`src/rtl/scroll_disp_if.sv`:
```
// Bus bundle for scroll_disp_ctrl: buffer write port, scroll control and display outputs.
// Strobes (wr_en, start, stop) act on the rising edge where they are high; no backpressure.
interface scroll_disp_if #(
  parameter int DIGITS  = 4,
  parameter int MSG_MAX = 16
);
  localparam int AW = $clog2(MSG_MAX);
  localparam int LW = AW + 1;
  localparam int PW = $clog2(MSG_MAX + DIGITS) + 1;

  logic              wr_en;
  logic [AW-1:0]     wr_addr;
  logic [4:0]        wr_char;
  logic [LW-1:0]     msg_len;
  logic              start;
  logic              stop;
  logic              dir;
  logic              pause;
  logic [4:0]        disp_code;
  logic [DIGITS-1:0] en;
  logic              busy;
  logic              wrap;
  logic [1:0]        dbg_state;
  logic [PW-1:0]     dbg_pos;

  modport master (
    output wr_en, wr_addr, wr_char, msg_len, start, stop, dir, pause,
    input  disp_code, en, busy, wrap, dbg_state, dbg_pos
  );

  modport slave (
    input  wr_en, wr_addr, wr_char, msg_len, start, stop, dir, pause,
    output disp_code, en, busy, wrap, dbg_state, dbg_pos
  );
endinterface

```
`src/rtl/scroll_disp_ctrl.sv`:
```
// Scrolling message controller for a multiplexed 7-segment display.
// Optional macro SCROLL_PAUSE_BLINK_EN: blink the display while paused.
module scroll_disp_ctrl #(
  parameter int DIGITS     = 4,
  parameter int MSG_MAX    = 16,
  parameter int SCROLL_DIV = 100
) (
  input logic          slow_clk1,
  input logic          rst,
  scroll_disp_if.slave bus
);
  localparam int AW = $clog2(MSG_MAX);
  localparam int LW = AW + 1;
  localparam int PW = $clog2(MSG_MAX + DIGITS) + 1;
  localparam int CW = $clog2(SCROLL_DIV);
  localparam int SW = $clog2(DIGITS);

  typedef enum logic [1:0] {IDLE = 2'd0, RUN = 2'd1, PAUSE = 2'd2} state_e;

  state_e            state_q, state_d;
  logic [PW-1:0]     pos_q, pos_d;
  logic [LW-1:0]     len_q, len_d;
  logic              dir_q, dir_d;
  logic [CW-1:0]     presc_q, presc_d;
  logic [SW-1:0]     sidx_q, sidx_d;
  logic [DIGITS-1:0] en_q, en_d;
  logic [4:0]        code_q, code_d;
  logic              wrap_q, wrap_d;
  logic [4:0]        buf_q [MSG_MAX];
  logic [4:0]        buf_d [MSG_MAX];
`ifdef SCROLL_PAUSE_BLINK_EN
  logic [CW-1:0]     blink_cnt_q, blink_cnt_d;
  logic              blink_lit_q, blink_lit_d;
`endif

  logic [LW-1:0]     len_in;
  logic [PW-1:0]     end_pos;
  logic [PW-1:0]     idx;
  logic [4:0]        cur_char;

  // Message lengths beyond the buffer depth are clamped so indexing stays in range.
  assign len_in  = (bus.msg_len > LW'(MSG_MAX)) ? LW'(MSG_MAX) : bus.msg_len;
  assign end_pos = PW'(len_q) + PW'(DIGITS);

  always_comb begin
    state_d = state_q;
    pos_d   = pos_q;
    len_d   = len_q;
    dir_d   = dir_q;
    presc_d = presc_q;
    wrap_d  = 1'b0;
    buf_d   = buf_q;
    if (state_q == IDLE && bus.wr_en) buf_d[bus.wr_addr] = bus.wr_char;
    case (state_q)
      IDLE: begin
        if (bus.start && !bus.stop && bus.msg_len != '0) begin
          state_d = RUN;
          len_d   = len_in;
          dir_d   = bus.dir;
          pos_d   = bus.dir ? (PW'(len_in) + PW'(DIGITS)) : '0;
          presc_d = '0;
        end
      end
      RUN: begin
        if (bus.stop) begin
          state_d = IDLE;
        end else begin
          if (bus.pause) state_d = PAUSE;
          if (presc_q == CW'(SCROLL_DIV - 1)) begin
            presc_d = '0;
            // At the far end the window jumps back to its start position.
            if (dir_q ? (pos_q == '0) : (pos_q == end_pos)) begin
              pos_d  = dir_q ? end_pos : '0;
              wrap_d = 1'b1;
            end else begin
              pos_d = dir_q ? (pos_q - PW'(1)) : (pos_q + PW'(1));
            end
          end else begin
            presc_d = presc_q + CW'(1);
          end
        end
      end
      PAUSE: begin
        if (bus.stop)        state_d = IDLE;
        else if (!bus.pause) state_d = RUN;
      end
      default: state_d = IDLE;
    endcase
  end

  // Digit k shows buffer[pos-1-k]; positions outside the message are blank.
  always_comb begin
    sidx_d   = (sidx_q == SW'(DIGITS - 1)) ? '0 : sidx_q + SW'(1);
    idx      = pos_q - PW'(sidx_q) - PW'(1);
    cur_char = '0;
    if (pos_q > PW'(sidx_q) && idx < PW'(len_q)) cur_char = buf_q[idx[AW-1:0]];
    en_d   = '1;
    code_d = '0;
    if (state_q != IDLE) begin
      en_d   = ~(DIGITS'(1) << sidx_q);
      code_d = cur_char;
    end
`ifdef SCROLL_PAUSE_BLINK_EN
    blink_cnt_d = '0;
    blink_lit_d = 1'b0;
    if (state_q == PAUSE) begin
      blink_lit_d = blink_lit_q;
      if (blink_cnt_q == CW'(SCROLL_DIV - 1)) begin
        blink_cnt_d = '0;
        blink_lit_d = ~blink_lit_q;
      end else begin
        blink_cnt_d = blink_cnt_q + CW'(1);
      end
      if (!blink_lit_q) en_d = '1;
    end
`endif
  end

  always_ff @(posedge slow_clk1 or posedge rst) begin
    if (rst) begin
      state_q <= IDLE;
      pos_q   <= '0;
      len_q   <= '0;
      dir_q   <= 1'b0;
      presc_q <= '0;
      sidx_q  <= '0;
      en_q    <= '1;
      code_q  <= '0;
      wrap_q  <= 1'b0;
      for (int i = 0; i < MSG_MAX; i++) buf_q[i] <= '0;
`ifdef SCROLL_PAUSE_BLINK_EN
      blink_cnt_q <= '0;
      blink_lit_q <= 1'b0;
`endif
    end else begin
      state_q <= state_d;
      pos_q   <= pos_d;
      len_q   <= len_d;
      dir_q   <= dir_d;
      presc_q <= presc_d;
      sidx_q  <= sidx_d;
      en_q    <= en_d;
      code_q  <= code_d;
      wrap_q  <= wrap_d;
      buf_q   <= buf_d;
`ifdef SCROLL_PAUSE_BLINK_EN
      blink_cnt_q <= blink_cnt_d;
      blink_lit_q <= blink_lit_d;
`endif
    end
  end

  assign bus.disp_code = code_q;
  assign bus.en        = en_q;
  assign bus.busy      = (state_q != IDLE);
  assign bus.wrap      = wrap_q;
  assign bus.dbg_state = state_q;
  assign bus.dbg_pos   = pos_q;
endmodule
```
`src/flat_wrapper.sv`:
```
// flat-port wrapper written by rule: the top's interface ports become plain ports
module scroll_disp_ctrl_flat 
#(
  parameter int DIGITS     = 4,
  parameter int MSG_MAX    = 16,
  parameter int SCROLL_DIV = 100
)
  (slow_clk1, rst, bus_wr_en, bus_wr_addr, bus_wr_char, bus_msg_len, bus_start, bus_stop, bus_dir, bus_pause, bus_disp_code, bus_en, bus_busy, bus_wrap, bus_dbg_state, bus_dbg_pos);
  scroll_disp_if #(.DIGITS(DIGITS), .MSG_MAX(MSG_MAX)) bus_i ();
  input logic slow_clk1;
  input logic rst;
  input wire logic [$bits(bus_i.wr_en)-1:0] bus_wr_en;
  input wire logic [$bits(bus_i.wr_addr)-1:0] bus_wr_addr;
  input wire logic [$bits(bus_i.wr_char)-1:0] bus_wr_char;
  input wire logic [$bits(bus_i.msg_len)-1:0] bus_msg_len;
  input wire logic [$bits(bus_i.start)-1:0] bus_start;
  input wire logic [$bits(bus_i.stop)-1:0] bus_stop;
  input wire logic [$bits(bus_i.dir)-1:0] bus_dir;
  input wire logic [$bits(bus_i.pause)-1:0] bus_pause;
  output wire logic [$bits(bus_i.disp_code)-1:0] bus_disp_code;
  output wire logic [$bits(bus_i.en)-1:0] bus_en;
  output wire logic [$bits(bus_i.busy)-1:0] bus_busy;
  output wire logic [$bits(bus_i.wrap)-1:0] bus_wrap;
  output wire logic [$bits(bus_i.dbg_state)-1:0] bus_dbg_state;
  output wire logic [$bits(bus_i.dbg_pos)-1:0] bus_dbg_pos;
  assign bus_i.wr_en = bus_wr_en;
  assign bus_i.wr_addr = bus_wr_addr;
  assign bus_i.wr_char = bus_wr_char;
  assign bus_i.msg_len = bus_msg_len;
  assign bus_i.start = bus_start;
  assign bus_i.stop = bus_stop;
  assign bus_i.dir = bus_dir;
  assign bus_i.pause = bus_pause;
  assign bus_disp_code = bus_i.disp_code;
  assign bus_en = bus_i.en;
  assign bus_busy = bus_i.busy;
  assign bus_wrap = bus_i.wrap;
  assign bus_dbg_state = bus_i.dbg_state;
  assign bus_dbg_pos = bus_i.dbg_pos;
  scroll_disp_ctrl #(.DIGITS(DIGITS), .MSG_MAX(MSG_MAX), .SCROLL_DIV(SCROLL_DIV)) u_core (.slow_clk1(slow_clk1), .rst(rst), .bus(bus_i));
endmodule
```
`config.mk`:
```
export PLATFORM = sky130hd
export DESIGN_NAME = scroll_disp_ctrl_flat
export DESIGN_NICKNAME = d
export VERILOG_FILES = /design/src/rtl/scroll_disp_if.sv /design/src/rtl/scroll_disp_ctrl.sv /design/src/flat_wrapper.sv
export SDC_FILE = /design/constraint.sdc
export NUM_CORES = 1
export LEC_CHECK = 0
export ABC_AREA = 0
export BUFFER_PORTS_ARGS = -buffer_cell sky130_fd_sc_hd__buf_2
export CAP_MARGIN = 5
export CELL_PAD_IN_SITES_DETAIL_PLACEMENT = 0
export CELL_PAD_IN_SITES_GLOBAL_PLACEMENT = 1
export CORE_UTILIZATION = 50
export DETAILED_ROUTE_END_ITERATION = 10
export HOLD_SLACK_MARGIN = 0.12
export MAX_ROUTING_LAYER = met4
export PLACE_DENSITY_LB_ADDON = 0.12
export SYNTH_ARGS = -nofsm -noshare
export SYNTH_HDL_FRONTEND = slang
export SYNTH_SLANG_ARGS = --single-unit
```
`constraint.sdc`:
```
create_clock -name slow_clk1 -period 4.45 [get_ports slow_clk1]
set_input_delay 0.6675 -clock slow_clk1 [delete_from_list [all_inputs] [get_ports slow_clk1]]
set_output_delay 0.6675 -clock slow_clk1 [all_outputs]
set_load 0.005 [all_outputs]
```
Word level (Yosys, flattened, before mapping)
Index checks and enable logic that the tools add are counted.
{ "word_totals": {"elab_cells": 102, "out_inout_bits": 19, "reg_bits": 113} }
{ "classes": {"n_eq_ne": 10, "bitwise_logic": 3, "n_reduce_logical": 15, "n_mux": 34, "magnitude_cmp": 6, "add_sub_neg": 8, "shift": 1} }
{ "op_table": {"columns": ["operator", "n"], "rows": [
  ["bitwise mux 80 bit", 1],
  ["two-way mux 6 bit", 7],
  ["two-way mux 5 bit", 6],
  ["two-way mux 7 bit", 3],
  ["binary-select mux 5 bit (select 4 bit)", 1],
  ["demux 5 bit (select 4 bit)", 1],
  ["case mux 7 bit (2 select lines)", 1],
  ["adder 5 x 3 -> 6 bit (second input constant)", 2],
  ["two-way mux 2 bit", 6],
  ["case mux 6 bit (2 select lines)", 1],
  ["subtractor 6 x 1 -> 6 bit (second input constant)", 2],
  ["greater-or-equal comparator 5 bit (second input constant)", 2],
  ["inverter 4 -> 5 bit", 2],
  ["adder 7 x 1 -> 7 bit (second input constant)", 1],
  ["equality test 7 bit (second input constant)", 1],
  ["adder 6 x 1 -> 6 bit (second input constant)", 1],
  ["equality test 6 bit", 1],
  ["greater-than comparator 6 x 2 -> 1 bit", 1],
  ["logical NOT 6 bit", 1],
  ["< comparator 6 x 5 -> 1 bit", 1],
  ["inequality test 3 bit (second input constant)", 2],
  ["case mux 2 bit (3 select lines)", 1],
  ["AND reduction 3 bit", 2],
  ["subtractor 6 x 2 -> 6 bit", 1],
  ["other kinds (18)", 29]
]} }

Logic depth before layout (Yosys ltp)
Gate-level depths: netlist of the first run.
{ "logic_depth": {"word_depth": 8, "ltp_mapped": 10} }

Worst setup path before layout of the first run
No wires, ideal clock.
{ "synth_path": {"kind": "reg2reg", "start": "register u_core.pos_q[0], in the netlist u_core.bus.dbg_pos[0]", "end": "register u_core.code_q[0], in the netlist u_core.bus.disp_code[0]", "period_less_slack_ps": 2478, "slack_ps": 1972, "stages_incl_launch_ff": 9, "t_required_ps": 4384, "n_path_buf": 0, "setup_ps": 66, "t_arrival_ps": 2412, "path_cell_list": "dfrtp_1 > ha_1 > fa_1 > xor2_1 > inv_1 > ha_1 > a211oi_1 > o211a_1 > and3_1"} }
{ "synth_between": {"elab_chain_len": 8} }
{ "synth_lines": {"columns": ["element", "line_no", "rtl"], "rows": [
  ["start: declaration", "scroll_disp_ctrl.sv:21", "logic [PW-1:0] pos_q, pos_d;"],
  ["start signal: assignment", "scroll_disp_ctrl.sv:137", "pos_q <= pos_d;"],
  ["subtractor 6 x 2 -> 6 bit", "scroll_disp_ctrl.sv:94", "idx = pos_q - PW'(sidx_q) - PW'(1);"],
  ["subtractor 6 x 1 -> 6 bit", "scroll_disp_ctrl.sv:94", null],
  ["inverter 4 -> 5 bit (not written as such)", "scroll_disp_ctrl.sv:96", "if (pos_q > PW'(sidx_q) && idx < PW'(len_q)) cur_char = buf_q[idx[AW-1:0]];"],
  ["binary-select mux 5 bit (select 4 bit)", "scroll_disp_ctrl.sv:96", null],
  ["two-way mux 5 bit (not written as such) (2 in a row)", "scroll_disp_ctrl.sv:96", null],
  ["two-way mux 5 bit (*)", "scroll_disp_ctrl.sv:96", null],
  ["two-way mux 5 bit (*)", "scroll_disp_ctrl.sv:99", "if (state_q != IDLE) begin"],
  ["via u_core.code_d[0]", "scroll_disp_ctrl.sv:27", "logic [4:0] code_q, code_d;"],
  ["end signal: assignment", "scroll_disp_ctrl.sv:143", "code_q <= code_d;"],
  ["end: declaration", "scroll_disp_ctrl.sv:27", null]
]} }
The timed path passes the listed nets; every way through them passes the cells marked *. The select of a mux whose other input is x is not followed.
A chain may end at the register's enable or synchronous reset.

Worst setup path in the final report of the first run
{ "layout_path": {"start": "register u_core.pos_q[0], in the netlist u_core.bus.dbg_pos[0]", "end": "register u_core.code_q[3], in the netlist u_core.bus.disp_code[3]"} }
Same word-level chain as after synthesis.

==> reports/results.ini, run 1 <==
[worst_setup_path]
crit_type=flop to flop
critical_path_required_ns=4.79
cp.arrival_ns=3.17
cp_max_fo=9
reg2reg_depth=8
end_kind=flop
rr_endpoint=u_core.bus.disp_code[3]$_DFF_PP0_
rr_startpoint=u_core.bus.dbg_pos[0]$_DFFE_PP0P_
regToRegSetupSlack_ns=1.62
crit_path_start_kind=flop

[global_routing]
grt_usage=0.241
grt_overflow=0
grt_start_max_net_pins=50
grt_pass1_wl_um=20900
first_global_vias=4015
antenna_found_initial=0

[detailed_routing]
wl_per_cell_um=18.8
ant_nets=0
totalWireLength_um=12600
viasPerCell=5.76
drtPass1Iterations=4
drtIter0Drc=212
drc=0
vias=3857

[clocking]
post_cts_buffers=0
cts_buffers=17
hold_buffers=0
clock_latency_ns=0.41
path_clk_slew_ns=0.06
clk_path_buf_depth=2
htree_levels=4
cts_resized=0
clock_sinks=113
cts_root_buf=clkbuf_16
cts_tree=yes

[logic_synthesis]
synth_edf_count=0
synthCells=470
synth_top_area_frac=0.465
netlist-cell-type-count=57
synthTopCellsByArea=dfrtp_1, mux2_2, mux4_2
avgSynthCellArea_um2=12.5
ys_seq_area_frac=0.483
mappedNetlistArea_um2=5870
yosysWarnings=0
synth_top_cell_by_area=dfrtp_1
syn_nets=511
synthArstFlopShare=1.00
yosysMostFrequentCell=dfrtp_1
synth_commonest_cells=dfrtp_1, mux2_2, nand2_1
ys_ff_latch=113
synth-main-ff-cell=dfrtp_1

[cells_and_area]
multiInputGateArea_um2=2900
regArea_um2=2830
syn2layout_area_growth_pct=15.2
drive_above_1_share=0.366
nets=556
fillers=941
n_antenna_cell=0

[placement]
io_buffer_count=39
hpwl_um=8760
gp_congestion=0.843

[timing]
period_minus_slack_ns=2.83
setup_viol=0
fin_crit_sh=0.637
worst_slew_pin_slew_ns=0.848
rsz0062_at_grt=no
clock.fmax_ghz=0.353
relSlewSlack=0.430
tns_ns=0
final-hold-violation-count=0
skew_ns=0.00783
slew_violations=0

[floorplanning]
start_util=0.514
rows=39
core_area_um2=11400
fp.dieH_um=110
ios=40
die_area_um2=12200
die_x_um=110

[pwr]
vdd_drop_max_uv=413
total_power_w=0.00359
p_leak_nw=3.06
power.density_nw_per_um2=531

[worst_hold_path]
hold_class=input pin to asynchronous set/reset pin

[run_status]
status=finished, final reports clean

[flow_run]
max_cap_violations=0

-- per-layer routing --
layer	up-vias	global-route usage	part of all wire
met1	1948	0.302	0.45
li1	1809	-	-
met2	86	0.385	0.50
met3	14	0.0594	0.040
met4	0	0.0780	0.0097
met5	-	-	0
-- state kept, by name (all words and copies together) (netlist names) --
signal and count:
u_core.buf_q 80, u_core.bus.dbg_pos 6, u_core.bus.dbg_state 2, u_core.bus.disp_code 5, u_core.bus.en 4, u_core.bus.wrap 1
u_core.dir_q 1, u_core.len_q 5, u_core.presc_q 7, u_core.sidx_q 2
-- critical path, stage by stage (launching register included) --
cell	delay [ns]
dfrtp_1	0.49
ha_1	0.32
fa_1	0.41
xor2_1	0.42
inv_1	0.20
ha_1	0.31
a211oi_1	0.22
o211a_1	0.24
and3_1	0.16
-- layout make-up --
| cell class | count | share of cell area |
|---|---|---|
| Clock buffer | 22 | 0.0716 |
| Tap cell | 143 | 0.0265 |
| Timing Repair Buffer | 44 | 0.0344 |
| Multi-Input combinational cell | 325 | 0.428 |
| Inverter | 14 | 0.00814 |
| Sequential cell | 113 | 0.419 |
| Clock inverter | 9 | 0.0122 |
-- through the flow --
| stage | setup slack, ns | utilization | instance area (µm²) | std cells | hold WS [ns] |
|---|---|---|---|---|---|
| 2_1_floorplan | 0.802 | - | 5870 | 470 | 0.468 |
| 3_3_place_gp | 1.74 | 0.543 | 6190 | 639 | 0.482 |
| 3_5_place_dp | 1.62 | 0.543 | 6190 | 639 | 0.489 |
| 4_1_cts | 1.61 | 0.592 | 6760 | 670 | 0.201 |
| 5_1_grt | 1.36 | 0.592 | 6760 | 670 | 0.225 |
| 6_report | 1.62 | 0.592 | 6760 | 670 | 0.209 |
-- layout by cell type, fill, tap and decap left out, types with 4 or more instances in the layout --
master	Yosys	final
clkinv_2	0	4
o21ai_0	12	12
buf_4	0	5
nor2b_1	8	8
and3_1	5	5
nor2_1	22	22
nand2b_1	9	9
nor2_2	4	4
dfstp_2	4	4
a21o_1	4	4
clkbuf_16	0	17
xor2_1	8	8
nand2_1	41	41
xnor2_1	10	10
nand3_1	4	4
a21oi_1	11	11
or3_1	5	5
mux2_2	81	81
buf_2	5	39
dfrtp_1	109	109
mux4_2	20	20
mux2i_1	10	10
inv_1	14	13
ha_1	18	18
clkbuf_8	0	4
-- power breakdown --
group / internal [W] / total (W) / leakage [nW] / switching [W]
Clock: 0.000820 / 0.00129 / 0.278 / 0.000468
Combinational: 0.000478 / 0.000885 / 1.36 / 0.000408
Sequential: 0.00126 / 0.00142 / 1.42 / 0.000158
Total: 0.00256 / 0.00359 / 3.06 / 0.00103
-- worst max-delay path by stage --
stage,from,to,slack (ns),depth (start not counted)
2_1_floorplan,rst,u_core.buf_q[0]$_DFFE_PP0P_,0.80,1
3_3_place_gp,u_core.bus.dbg_pos[0]$_DFFE_PP0P_,u_core.bus.disp_code[2]$_DFF_PP0_,1.74,8
3_5_place_dp,u_core.bus.dbg_pos[0]$_DFFE_PP0P_,u_core.bus.disp_code[0]$_DFF_PP0_,1.62,8
4_1_cts,u_core.bus.dbg_pos[0]$_DFFE_PP0P_,u_core.bus.disp_code[3]$_DFF_PP0_,1.61,8
5_1_grt,u_core.bus.dbg_pos[0]$_DFFE_PP0P_,u_core.bus.disp_code[3]$_DFF_PP0_,1.36,8
6_report,u_core.bus.dbg_pos[0]$_DFFE_PP0P_,u_core.bus.disp_code[3]$_DFF_PP0_,1.62,8
-- cells by family after synthesis --
| family | Yosys count | share of synthesized area |
|---|---|---|
| simple gates | 120 | 0.107 |
| fa+ha+maj | 20 | 0.0452 |
| buf+inv | 32 | 0.0241 |
| compound gates | 56 | 0.0646 |
| mux | 111 | 0.249 |
| xor+xnor | 18 | 0.0269 |
| flops | 113 | 0.483 |
Note: power is estimated with default switching activity, not from simulation.
==> inputs of run 2 (changes only) <==
- CORE_UTILIZATION: 50 -> 45
- clock period: 4.45 -> 2.42 ns (I/O delays scaled with it)
==> run 2 against run 1 <==
Net effect:
- worst setup slack got worse by 1.5 ns
- non-clock buffer count increased by 17
- total power increased by 89%
- sequential power increased by 81%
- clock-buffer cell count unchanged
- sequential share of layout area decreased by 1.5 points
- largest cell class unchanged
==> reports/results.ini, run 2 (synthesis results as in run 1) <==
[clocking]
path_clk_slew_ns=0.05
clock_sinks=113
clk_path_buf_depth=2
cts_tree=yes
htree_levels=4
clock_latency_ns=0.41
cts_buffers=17
hold_buffers=0
cts_root_buf=clkbuf_16

[cells_and_area]
final_common_cell=dfrtp_1
regMostFlops=u_core.buf_q
fillers=1098
syn2layout_area_growth_pct=19.6
fin_util=0.554
nets=573
drive_above_1_share=0.400
largest_register_ffs=80
layout_common_cells=dfrtp_1, mux2_2, nand2_1

[detailed_routing]
wl_per_cell_um=18.4
totalWireLength_um=13200
viasPerCell=5.49
vias=3942
drc=0
drtIter0Drc=247
drtPass1Iterations=5
ant_nets=0

[timing]
clock.fmax_ghz=0.435
worst_slew_pin_slew_ns=0.598
final-hold-violation-count=0
slew_violations=0
setup_ws_ns=0.122
fin_crit_sh=0.949
setup_viol=0
tns_ns=0
period_minus_slack_ns=2.30
skew_ns=0.00869
rsz0062_at_grt=no
relSlewSlack=0.601

[worst_setup_path]
path_buf_inv=1
critical_path_required_ns=2.76
crit_path_start_kind=flop
slowest_stage=fa_2
end_kind=flop
cp_top_family=adder cells
path_cells=inv_2, ha_2, fa_2, ha_1, a21o_1, a211oi_2, o211a_1, and3_1
crit_type=flop to flop
crit_path_max_incr_delay_ns=0.47
cp.arrival_ns=2.64
cp_max_fo=5

[global_routing]
first_global_vias=4061
grt_pass1_wl_um=21800
antenna_found_initial=0
grt_start_max_net_pins=114
grt_usage=0.228
grt_overflow=0

[floorplanning]
ios=40
start_util=0.463
core_area_um2=12700
rows=41
fp.dieH_um=116
die_x_um=116
die_area_um2=13500

[placement]
dp_slack_ns=0.0638
io_buffer_count=39
gp_congestion=0.866
hpwl_um=9190

[pwr]
vdd_drop_max_uv=402
power.density_nw_per_um2=968
total_power_w=0.00680
p_leak_nw=3.17

[flow_run]
max_cap_violations=0

[run_status]
status=finished, final reports clean

[worst_hold_path]
hold_class=input pin to asynchronous set/reset pin

## run 2: cell count changes in the layout (fill, tap and decap cells not counted), sizes merged
| cell | previous run | this run |
|---|---|---|
| inv | 14 | 13 |
| buf | 44 | 60 |
| clkinv | 6 | 7 |
| bufinv | 1 | 2 |
| diode | 0 | 1 |
| clkbuf | 22 | 23 |
## run 2: metrics by stage
step	std cells	hold slack [ns]	area (µm²)
3_5_place_dp	684	0.492	6400
3_3_place_gp	684	0.482	6400
2_1_floorplan	470	0.429	5880
6_report	718	0.108	7020
5_1_grt	717	0.182	7020
4_1_cts	716	0.140	6970
## run 2: layout make-up
type / instances / area [µm²] / share of cell area
Inverter: 14 / 56.3 / 0.00802
Tap cell: 172 / 215 / 0.0307
Multi-Input combinational cell: 325 / 2920 / 0.417
Sequential cell: 113 / 2830 / 0.403
Clock inverter: 10 / 110 / 0.0157
Clock buffer: 22 / 464 / 0.0661
Antenna cell: 1 / 2.50 / 0.000356
Timing Repair Buffer: 61 / 415 / 0.0592
## run 2: worst register-to-register path, stage by stage (launching register included)
cell and delay (ns):
dfrtp_1 0.39, inv_2 0.08, ha_2 0.19, fa_2 0.47, ha_1 0.29, a21o_1 0.17
a211oi_2 0.22, o211a_1 0.26, and3_1 0.17
## run 2: per-layer routing
layer / GRT usage / vias to the layer above / wire length (µm)
li1: - / 1840 / -
met1: 0.292 / 1994 / 6120
met2: 0.353 / 85 / 6370
met3: 0.0483 / 23 / 476
met4: 0.0966 / 0 / 262
met5: - / - / 0
## run 2: path summary, 6_finish.rpt
path / slack [ns] / cells after the start / end / from
setup / recovery: 0.12 / 8 / u_core.bus.disp_code[4]$_DFF_PP0_ / u_core.sidx_q[0]$_DFF_PP0_
hold / removal: 0.11 / 3 / u_core.presc_q[5]$_DFFE_PP0P_ / rst
setup reg to reg: 0.12 / 8 / u_core.bus.disp_code[4]$_DFF_PP0_ / u_core.sidx_q[0]$_DFF_PP0_
hold reg to reg: 0.50 / 1 / u_core.buf_q[26]$_DFFE_PP0P_ / u_core.buf_q[26]$_DFFE_PP0P_
max in group asynchronous: 1.86 / 3 / u_core.buf_q[15]$_DFFE_PP0P_ / rst
min in group slow_clk1: 0.21 / 2 / u_core.bus.dbg_state[0]$_DFFE_PP0P_ / bus_stop
## run 2: power breakdown
| part | internal [W] | switching (W) |
|---|---|---|
| clock | 0.00156 | 0.000841 |
| sequential | 0.00232 | 0.000254 |
| combinational | 0.000984 | 0.000844 |
## run 2: what timing repair did
action / 4_1_cts / 5_1_grt
pin swaps: 1 / 1
resized for setup: 0 / 8
endpoints found under the setup margin: 1 / 5
gates cloned: 0 / 1
setup buffers: 0 / 0
